`config.mk`:
```
export PLATFORM = sky130hd
export DESIGN_NAME = cvxif_mac_coproc
export DESIGN_NICKNAME = d
export VERILOG_FILES = /design/src/rtl/cvxif_mac_pkg.sv /design/src/rtl/cvxif_mac_datapath.sv /design/src/rtl/cvxif_mac_coproc.sv
export SDC_FILE = /design/constraint.sdc
export NUM_CORES = 2
export LEC_CHECK = 0
export CAP_MARGIN = 20
export CORE_MARGIN = 2
export CORE_UTILIZATION = 54
export CTS_BUF_LIST = sky130_fd_sc_hd__clkbuf_2
export DETAILED_ROUTE_END_ITERATION = 10
export DONT_BUFFER_PORTS = 1
export GPL_TIMING_DRIVEN = 0
export PLACE_DENSITY = 0.69
export SLEW_MARGIN = 0
export SYNTH_ARGS = -nofsm -noshare
export SYNTH_HDL_FRONTEND = slang
export SYNTH_SLANG_ARGS = --single-unit
```
`constraint.sdc`:
```
create_clock -name clk_i -period 7.34 [get_ports clk_i]
set_input_delay 0.734 -clock clk_i [delete_from_list [all_inputs] [get_ports clk_i]]
set_output_delay 0.734 -clock clk_i [all_outputs]
set_load 0.1 [all_outputs]
```
`src/rtl/cvxif_mac_pkg.sv`:
```
// rtl/cvxif_mac_pkg.sv - shared types and constants for the CORE-V-X-IF MAC coprocessor
package cvxif_mac_pkg;

    localparam logic [6:0] OPC_CUSTOM0   = 7'b0001011;
    localparam int         MacLatencyMax = 8;

    typedef enum logic [2:0] {
        OP_MAC    = 3'b000,
        OP_CLRACC = 3'b001,
        OP_RDACC  = 3'b010
    } mac_op_e;

    typedef enum logic [1:0] {
        ST_IDLE,
        ST_WAIT_COMMIT,
        ST_EXEC,
        ST_RESULT
    } coproc_state_e;

endpackage

```
`src/rtl/cvxif_mac_datapath.sv`:
```
// rtl/cvxif_mac_datapath.sv - product/sum pipeline, latency counter, optional saturation (CVXIF_MAC_SAT_EN)
module cvxif_mac_datapath
    import cvxif_mac_pkg::*;
#(
    parameter int MacLatency = 2
) (
    input  logic        clk,
    input  logic        rst_n,
    input  logic        start,
    input  mac_op_e     op,
    input  logic [31:0] rs0,
    input  logic [31:0] rs1,
    input  logic [31:0] acc,
    output logic        done,
    output logic [31:0] new_acc,
    output logic [31:0] rd_data
);

    localparam int                CntW   = $clog2(MacLatencyMax);
    localparam logic [CntW-1:0]   MacCnt = CntW'(MacLatency - 1);

    logic                busy;
    logic [CntW-1:0]     cnt;
    logic signed [63:0]  product;
    logic signed [63:0]  sum64;
    logic [31:0]         mac_sum;

    // Product is registered on start so the final EXEC cycle only sees the add.
    always_ff @(posedge clk or negedge rst_n) begin
        if (!rst_n) begin
            busy    <= 1'b0;
            cnt     <= '0;
            product <= '0;
        end else if (start) begin
            busy    <= 1'b1;
            cnt     <= (op == OP_MAC) ? MacCnt : '0;
            product <= $signed(rs0) * $signed(rs1);
        end else if (busy) begin
            if (cnt == '0) begin
                busy <= 1'b0;
            end else begin
                cnt <= cnt - 1'b1;
            end
        end
    end

    assign done  = busy && (cnt == '0);
    assign sum64 = $signed({{32{acc[31]}}, acc}) + product;

`ifdef CVXIF_MAC_SAT_EN
    always_comb begin
        mac_sum = sum64[31:0];
        if (sum64 > 64'sh0000_0000_7FFF_FFFF) begin
            mac_sum = 32'h7FFF_FFFF;
        end else if (sum64 < 64'shFFFF_FFFF_8000_0000) begin
            mac_sum = 32'h8000_0000;
        end
    end
`else
    logic unused_sum_hi;
    assign unused_sum_hi = ^sum64[63:32];
    assign mac_sum       = sum64[31:0];
`endif

    always_comb begin
        new_acc = acc;
        rd_data = acc;
        case (op)
            OP_MAC: begin
                new_acc = mac_sum;
                rd_data = mac_sum;
            end
            OP_CLRACC: new_acc = '0;
            default: ;
        endcase
    end

endmodule

```
`src/rtl/cvxif_mac_coproc.sv`:
```
// rtl/cvxif_mac_coproc.sv - X-interface MAC coprocessor top: decode, FSM, handshakes (CVXIF_MAC_SAT_EN selects saturation)
module cvxif_mac_coproc
    import cvxif_mac_pkg::*;
#(
    parameter int MacLatency = 2,
    parameter int IdWidth    = 4
) (
    input  logic               clk_i,
    input  logic               rst_ni,
    input  logic               x_issue_valid_i,
    output logic               x_issue_ready_o,
    input  logic [31:0]        x_issue_instr_i,
    input  logic [31:0]        x_issue_rs0_i,
    input  logic [31:0]        x_issue_rs1_i,
    input  logic [IdWidth-1:0] x_issue_id_i,
    output logic               x_issue_accept_o,
    output logic               x_issue_writeback_o,
    input  logic               x_commit_valid_i,
    input  logic [IdWidth-1:0] x_commit_id_i,
    input  logic               x_commit_kill_i,
    output logic               x_result_valid_o,
    input  logic               x_result_ready_i,
    output logic [IdWidth-1:0] x_result_id_o,
    output logic [4:0]         x_result_rd_o,
    output logic [31:0]        x_result_data_o,
    output logic               x_result_we_o
);

    coproc_state_e      state, state_nxt;
    logic [2:0]         funct3;
    logic               legal, issue_fire, commit_hit, dp_start, dp_done;
    logic [IdWidth-1:0] id_q;
    logic [4:0]         rd_q;
    mac_op_e            op_q;
    logic [31:0]        rs0_q, rs1_q, acc_q, new_acc, rd_data;
    logic               unused_instr;

    assign funct3       = x_issue_instr_i[14:12];
    assign unused_instr = ^x_issue_instr_i[24:15];
    assign legal        = (x_issue_instr_i[6:0] == OPC_CUSTOM0) && (x_issue_instr_i[31:25] == 7'd0)
                          && (funct3 inside {3'b000, 3'b001, 3'b010});

    assign x_issue_accept_o    = legal;
    assign x_issue_writeback_o = legal;

    assign issue_fire = (state == ST_IDLE) && x_issue_valid_i && legal;
    assign commit_hit = (state == ST_WAIT_COMMIT) && x_commit_valid_i && (x_commit_id_i == id_q);

    always_ff @(posedge clk_i or negedge rst_ni) begin
        if (!rst_ni) state <= ST_IDLE;
        else         state <= state_nxt;
    end

    always_comb begin
        state_nxt = state;
        case (state)
            ST_IDLE:        if (issue_fire) state_nxt = ST_WAIT_COMMIT;
            ST_WAIT_COMMIT: if (commit_hit) state_nxt = x_commit_kill_i ? ST_IDLE : ST_EXEC;
            ST_EXEC:        if (dp_done) state_nxt = ST_RESULT;
            ST_RESULT:      if (x_result_ready_i) state_nxt = ST_IDLE;
            default:        state_nxt = ST_IDLE;
        endcase
    end

    always_comb begin
        x_issue_ready_o  = (state == ST_IDLE);
        x_result_valid_o = (state == ST_RESULT);
        dp_start         = commit_hit && !x_commit_kill_i;
    end

    // Result registers only change on the final EXEC cycle, so they hold under back-pressure.
    always_ff @(posedge clk_i or negedge rst_ni) begin
        if (!rst_ni) begin
            id_q            <= '0;
            rd_q            <= '0;
            op_q            <= OP_MAC;
            rs0_q           <= '0;
            rs1_q           <= '0;
            acc_q           <= '0;
            x_result_id_o   <= '0;
            x_result_rd_o   <= '0;
            x_result_data_o <= '0;
            x_result_we_o   <= 1'b0;
        end else begin
            if (issue_fire) begin
                id_q  <= x_issue_id_i;
                rd_q  <= x_issue_instr_i[11:7];
                op_q  <= mac_op_e'(funct3);
                rs0_q <= x_issue_rs0_i;
                rs1_q <= x_issue_rs1_i;
            end
            if ((state == ST_EXEC) && dp_done) begin
                acc_q           <= new_acc;
                x_result_id_o   <= id_q;
                x_result_rd_o   <= rd_q;
                x_result_data_o <= rd_data;
                x_result_we_o   <= (rd_q != 5'd0);
            end
        end
    end

    cvxif_mac_datapath #(
        .MacLatency(MacLatency)
    ) u_datapath (
        .clk     (clk_i),
        .rst_n   (rst_ni),
        .start   (dp_start),
        .op      (op_q),
        .rs0     (rs0_q),
        .rs1     (rs1_q),
        .acc     (acc_q),
        .done    (dp_done),
        .new_acc (new_acc),
        .rd_data (rd_data)
    );

endmodule
```
Yosys cells after proc, flatten, opt, wreduce, memory -nomap -nowiden

Index checks and enable logic that the tools add are counted.

Register bits after elaboration: 188
Output and inout port bits: 46

Add/subtract/negate cells: 2
Multiply operators: 1
Equal/unequal tests: 13
Muxes and demuxes: 15
Reductions and logical operators: 22

Operator list:

| kind                                                               | number |
|---|---|
| 32-bit one-hot mux with 2 select lines                             | 1 |
| 32-bit adder                                                       | 1 |
| 32-bit by 32-bit multiplier with 32-bit output                     | 1 |
| 32-bit 2-to-1 mux                                                  | 1 |
| 2-bit 2-to-1 mux                                                   | 5 |
| 1-bit logical AND                                                  | 9 |
| 3-bit logical NOT                                                  | 3 |
| 3-bit 2-to-1 mux                                                   | 3 |
| 2-bit one-hot mux with 4 select lines                              | 1 |
| 7-bit by 4-bit == test with 1-bit output, second input constant    | 1 |
| 7-bit logical NOT                                                  | 1 |
| 3-bit by 1-bit == test with 1-bit output, second input constant    | 2 |
| 2-bit != test, second input constant                               | 3 |
| 5-bit nonzero test                                                 | 1 |
| 2-bit == test, second input constant                               | 2 |
| 4-bit == test                                                      | 1 |
| 1-bit 2-to-1 mux                                                   | 4 |
| 2-bit by 1-bit != test with 1-bit output, second input constant    | 2 |
| 2-bit AND reduction                                                | 2 |
| 4-bit AND reduction                                                | 1 |
| 2-bit nonzero test                                                 | 2 |
| 3-bit by 2-bit == test with 1-bit output, second input constant    | 1 |
| 3-bit nonzero test                                                 | 1 |
| 3-bit by 1-bit subtractor with 3-bit output, second input constant | 1 |
| 3 further kinds                                                    | 3 |

Logic depth before layout (Yosys ltp)

Depth after elaboration: 6
Depth in mapped cells: 28
Mapped depth without buffers: 26

Modules after synthesis

A second synthesis with hierarchy kept.

Cells, all modules: 2619
Area, all modules: 25801.0 um^2

By module, submodules not included:

| module             | times used | cells each | area an instance (um^2) | seq. area each (um^2) |
|---|---|---|---|---|
| cvxif_mac_datapath | 1          | 2270       | 19985.4                 | 900.9 |
| cvxif_mac_coproc   | 1          | 349        | 5815.6                  | 3803.6 |

Worst setup path after synthesis

OpenSTA, ideal clock, no wires.

Path kind: register -> register
Start: reg rs1_q[5]
End: reg u_datapath.product[23]
Arrival: 6482 ps
Setup slack: 723 ps
Stages on the path, launching flop included: 26
Path buffers: 2
Cell sequence: dfrtp_1 clkbuf_1 clkbuf_1 and2_1 fa_1 fa_1 fa_1 inv_1 fa_1 inv_1 fa_1 inv_1 fa_1 inv_1 fa_1 fa_1 ha_1 a21oi_1 a21oi_1 nor2_1 o21ba_2 a21o_1 a21o_1 a21oi_1 xor2_1 o21ai_0

Longest elaborated chain between the ends: 1

RTL lines:

| element                                        | RTL line                 | source |
|---|---|---|
| from (decl)                                    | cvxif_mac_coproc.sv:35   | `logic [31:0] rs0_q, rs1_q, acc_q, new_acc, rd_data;` |
| from (signal assigned)                         | cvxif_mac_coproc.sv:90   | `rs1_q <= x_issue_rs1_i;` |
| 32-bit by 32-bit multiplier with 32-bit output | cvxif_mac_datapath.sv:37 | `product <= $signed(rs0) * $signed(rs1);` |
| to (signal assigned)                           | cvxif_mac_datapath.sv:37 |  |
| to (decl)                                      | cvxif_mac_datapath.sv:24 | `logic signed [63:0] product;` |

No other way between the ends.
A chain may end at the register's enable or synchronous reset.

Worst setup path after layout

Start: reg rs1_q[20]
End: reg u_datapath.product[31]

Same word-level chain as after synthesis.

==> metrics.md <==
| Metric | Value |
|---|---|
| Outcome | complete, no violations |
| Dpl hpwl | 61700 um |
| Setup violators final | 0 |
| Number of vias per cell | between 5 and 6 |
| Worst Clk Skew | 0.0723 ns |
| Remaining DRCs | 0 |
| All-Layer GR Usage | 0.334 |
| Total congestion overflow after global routing | 0 |
| Clock tree from TritonCTS | done |
| Longest Clk Path Bufs | 2 |
| Classification of the worst-slack hold path | input pin to flip-flop |
| Worst slack at placement | -0.556 ns |
| WL per Instance | roughly 23 um |
| CTS sink count | about 190 |
| Total number of vias | 19000 |
| Unique masters post-synth | 73 |
| Final WL | 77600 um |
| Maximum number of pins on one net before global-route repair | approximately 190 |
| CTS root buffer | sky130_fd_sc_hd__clkbuf_2 |
| Total I/O pin count | roughly 160 |
| Share of post-route cells with drive strength above 1 | 0.0890 |
| Worst EP required | a little over 8 ns |
| Starting utilization of the core area | 0.545 |
| Syn_nets | approximately 3400 |
| Remaining number of nets flagged by the antenna check after routing | 0 |
| Layer carrying the most global-route usage | met2 |
| Part of the Yosys area used for sequential elements | 0.186 |
| GR Util met2 | 0.551 |
| Final Hold Vio Count | 0 |
| Async set or reset register ratio after synthesis | 1.00 |
| Final worst path period share | 0.970 |
| Number of cell rows | 79 |
| Critical path peak fanout | 10 |
| Post-Syn Area | about 25000 um2 |
| #FFs+latches synth | 188 |
| Chip Width | between 200 and 250 um |
| Die area | about 49000 um2 |
| Final worst path period need | about 7 ns |
| Synth-to-layout area growth | 8.36% |
| End-of-flow core utilization | 0.591 |
| Wire length of the first global-routing pass | roughly 120000 um |
| Final layout net count | roughly 3500 |
| Antenna violations before repair | 2 |
| Core box area | between 40000 and 50000 um2 |
| Crit path arrival time | roughly 7.9 ns |
| EDFF count, synth | 0 |
| Total leakage power | between 10 and 15 nW |
| DRC violation total after the first TritonRoute iteration | roughly 1600 |
| Met3 global-route usage | 0.0580 |
| Placer's final routability congestion estimate | between 0.9 and 1 |
| Reported max-cap violation count | 0 |
| Synthesis Warnings | 0 |
| Top FF cell, synth | sky130_fd_sc_hd__dfrtp_1 |
| Worst Tran Pin Value | between 1 and 1.5 ns |
| Highest Clock Rate | between 100 and 150 MHz |
| Per-instance average area after synthesis | ~9.5 um2 |
| Clk_lat worst skew | around 0.90 ns |
| Overall die height | 220 um |
| Nature of the critical path endpoint | flip-flop |
| Total CTS buffers | 17 |
| Category of the worst setup path launch point | flip-flop |
| Clock slew seen by the registers of the worst setup and hold paths | between 0.2 and 0.3 ns |
| TritonRoute pass-1 iters | 6 |
| Crit path kind | flip-flop to flip-flop |
| Fin. max-slew vios | 0 |
| Met1 global-route usage | 0.427 |
| Normalized max-slew margin | 0.294 |
| Number of buffers inserted by port buffering | 0 |
| Clock H-tree levels | 4 |
| Minimum setup slack in the final design | approximately 0.22 ns |
| Via count of the first global-routing pass | about 20000 |
| Power density relative to cell area | 60.1 nW/um2 |
| Worst vdd rail ir drop | between 0.1 and 0.15 mV |
| Post-Syn Instances | roughly 2700 |
critical path, stage by stage (launching register included):
cell                       delay [ns]
sky130_fd_sc_hd__dfrtp_1         0.66
sky130_fd_sc_hd__clkbuf_1        0.51
sky130_fd_sc_hd__nand2_1         0.18
sky130_fd_sc_hd__fa_1            0.57
sky130_fd_sc_hd__inv_1           0.06
sky130_fd_sc_hd__fa_1            0.48
sky130_fd_sc_hd__inv_1           0.05
sky130_fd_sc_hd__fa_1            0.50
sky130_fd_sc_hd__inv_1           0.05
sky130_fd_sc_hd__fa_1            0.52
sky130_fd_sc_hd__inv_1           0.05
sky130_fd_sc_hd__fa_1            0.39
sky130_fd_sc_hd__fa_1            0.54
sky130_fd_sc_hd__fa_1            0.42
sky130_fd_sc_hd__fa_1            0.44
sky130_fd_sc_hd__xor2_1          0.18
sky130_fd_sc_hd__xnor2_1         0.21
sky130_fd_sc_hd__xnor2_1         0.15
sky130_fd_sc_hd__xnor2_1         0.15
sky130_fd_sc_hd__xnor2_1         0.10
sky130_fd_sc_hd__xnor2_1         0.57
sky130_fd_sc_hd__xnor2_1         0.18
sky130_fd_sc_hd__o21ai_0         0.08
power breakdown:
part | switching, mW | internal [mW]
Sequential | 0.000621 | 1.04
Clock | 0.404 | 0.135
Combinational | 0.0347 | 0.0321
Total | 0.440 | 1.21
flip-flops by register name (all words and copies together), names as in the netlist, named ones only:
signal              count
acc_q                  32
u_datapath.busy         1
id_q                    4
x_result_id_o           4
rs1_q                  32
op_q                    3
rs0_q                  32
rd_q                    5
u_datapath.product     32
x_result_we_o           1
x_result_data_o        32
u_datapath.cnt          3
x_result_rd_o           5
state                   1
cells by family (layout without fill, tap and decap cells):
family	count (synthesis)	after routing	share of synthesized area
buffers and inverters	613	729	0.0914
and+or+nand+nor	824	824	0.166
other	0	2	0
adders and majority gates	592	592	0.415
AOI/OAI and AO/OA	242	242	0.0646
muxes	85	85	0.0377
xor gates and xnor gates	116	116	0.0402
DFF	188	188	0.186
metrics by stage:
| step | setup TNS (ns) | total power, mW | instances | hold slack, ns | area (um2) |
|---|---|---|---|---|---|
| floorplan | 0 | 1.06 | 2660 | 0.438 | 25300 |
| global placement | -3.12 | 1.07 | 3267 | 0.443 | 26000 |
| detailed placement | -3.84 | 1.07 | 3268 | 0.445 | 26100 |
| CTS | 0 | 1.65 | 3369 | 0.0973 | 27100 |
| global route | -0.000476 | 1.70 | 3385 | 0.177 | 27400 |
| finish | 0 | 1.65 | 3385 | 0.179 | 27400 |
layout make-up:
class,count,area [um2]
multi-input cells,1859,18300
inverters,479,1800
clock buffers,19,95.1
flip-flops and latches,188,4730
diodes,2,5.00
fillers,3976,19000
clock inverters,12,133
plain buffers,123,612
well taps,607,759
repair buffers,96,953
final timing paths:
check | startpoint | to | slack, ns | depth (start not counted)
max | rs1_q[20]$_DFFE_PN0P_ | u_datapath.product[31]$_DFFE_PN0P_ | 0.22 | 22
min | x_issue_valid_i | state[0]$_DFFE_PN0P_ | 0.18 | 4
max reg2reg | rs1_q[20]$_DFFE_PN0P_ | u_datapath.product[31]$_DFFE_PN0P_ | 0.22 | 22
min reg2reg | u_datapath.product[9]$_DFFE_PN0P_ | u_datapath.product[9]$_DFFE_PN0P_ | 0.52 | 2
max in group asynchronous | rst_ni | rs0_q[5]$_DFFE_PN0P_ | 6.05 | 2
min in group asynchronous | rst_ni | x_result_data_o[22]$_DFFE_PN0P_ | 0.49 | 2
layer usage:
metal	routed length [um]	vias to the layer above
li1	-	8365
met5	0	-
met1	30500	9580
met2	36400	850
met4	4730	0
met3	5950	235
synth_stat cells, types with 10 or more instances:
| library cell | number | area share |
|---|---|---|
| sky130_fd_sc_hd__nand2_1 | 337 | 0.050 |
| sky130_fd_sc_hd__xor2_1 | 36 | 0.012 |
| sky130_fd_sc_hd__a22oi_1 | 10 | 0.0030 |
| sky130_fd_sc_hd__dfrtp_1 | 188 | 0.19 |
| sky130_fd_sc_hd__inv_1 | 479 | 0.071 |
| sky130_fd_sc_hd__ha_1 | 183 | 0.091 |
| sky130_fd_sc_hd__nor2_1 | 55 | 0.0082 |
| sky130_fd_sc_hd__clkbuf_1 | 126 | 0.019 |
| sky130_fd_sc_hd__xnor2_1 | 80 | 0.028 |
| sky130_fd_sc_hd__o21a_1 | 10 | 0.0030 |
| sky130_fd_sc_hd__nor3_1 | 15 | 0.0030 |
| sky130_fd_sc_hd__a21o_1 | 20 | 0.0059 |
| sky130_fd_sc_hd__a31oi_1 | 20 | 0.0050 |
| sky130_fd_sc_hd__o21ai_0 | 51 | 0.010 |
| sky130_fd_sc_hd__and2_1 | 349 | 0.086 |
| sky130_fd_sc_hd__a21oi_1 | 53 | 0.010 |
| sky130_fd_sc_hd__a22o_1 | 20 | 0.0069 |
| sky130_fd_sc_hd__fa_1 | 409 | 0.32 |
| sky130_fd_sc_hd__mux2_2 | 81 | 0.036 |
layout by cell type, fill, tap and decap left out, types with 8 or more instances in the layout:
cell / count
sky130_fd_sc_hd__dfrtp_2: 19
sky130_fd_sc_hd__and2_1: 349
sky130_fd_sc_hd__dlygate4sd3_1: 77
sky130_fd_sc_hd__a22o_1: 20
sky130_fd_sc_hd__a21oi_1: 52
sky130_fd_sc_hd__xnor2_1: 80
sky130_fd_sc_hd__xor2_1: 36
sky130_fd_sc_hd__clkbuf_1: 49
sky130_fd_sc_hd__buf_4: 19
sky130_fd_sc_hd__a31oi_1: 19
sky130_fd_sc_hd__nand4_1: 8
sky130_fd_sc_hd__ha_1: 181
sky130_fd_sc_hd__clkbuf_2: 52
sky130_fd_sc_hd__clkbuf_4: 15
sky130_fd_sc_hd__a21o_1: 20
sky130_fd_sc_hd__nor2_1: 54
sky130_fd_sc_hd__nor3_1: 14
sky130_fd_sc_hd__o21ai_0: 51
sky130_fd_sc_hd__fa_1: 409
sky130_fd_sc_hd__mux2_2: 81
sky130_fd_sc_hd__nand3_1: 8
sky130_fd_sc_hd__nand2_1: 337
sky130_fd_sc_hd__nand2b_1: 9
sky130_fd_sc_hd__a22oi_1: 10
sky130_fd_sc_hd__dfrtp_1: 168
sky130_fd_sc_hd__nor2b_1: 9
sky130_fd_sc_hd__buf_2: 18
sky130_fd_sc_hd__inv_1: 479
sky130_fd_sc_hd__o21a_1: 10
repair_timing:
item / CTS / global route
resized for setup: 47 / 129
pin swaps: 0 / 3
endpoints found under the setup margin: 13 / 8
setup buffers: 0 / 17
cloned: 0 / 0
hold buffers: 78 / 0
endpoints found under the hold margin: 265 / 0
No activity file was read; power rests on OpenSTA's default activity.
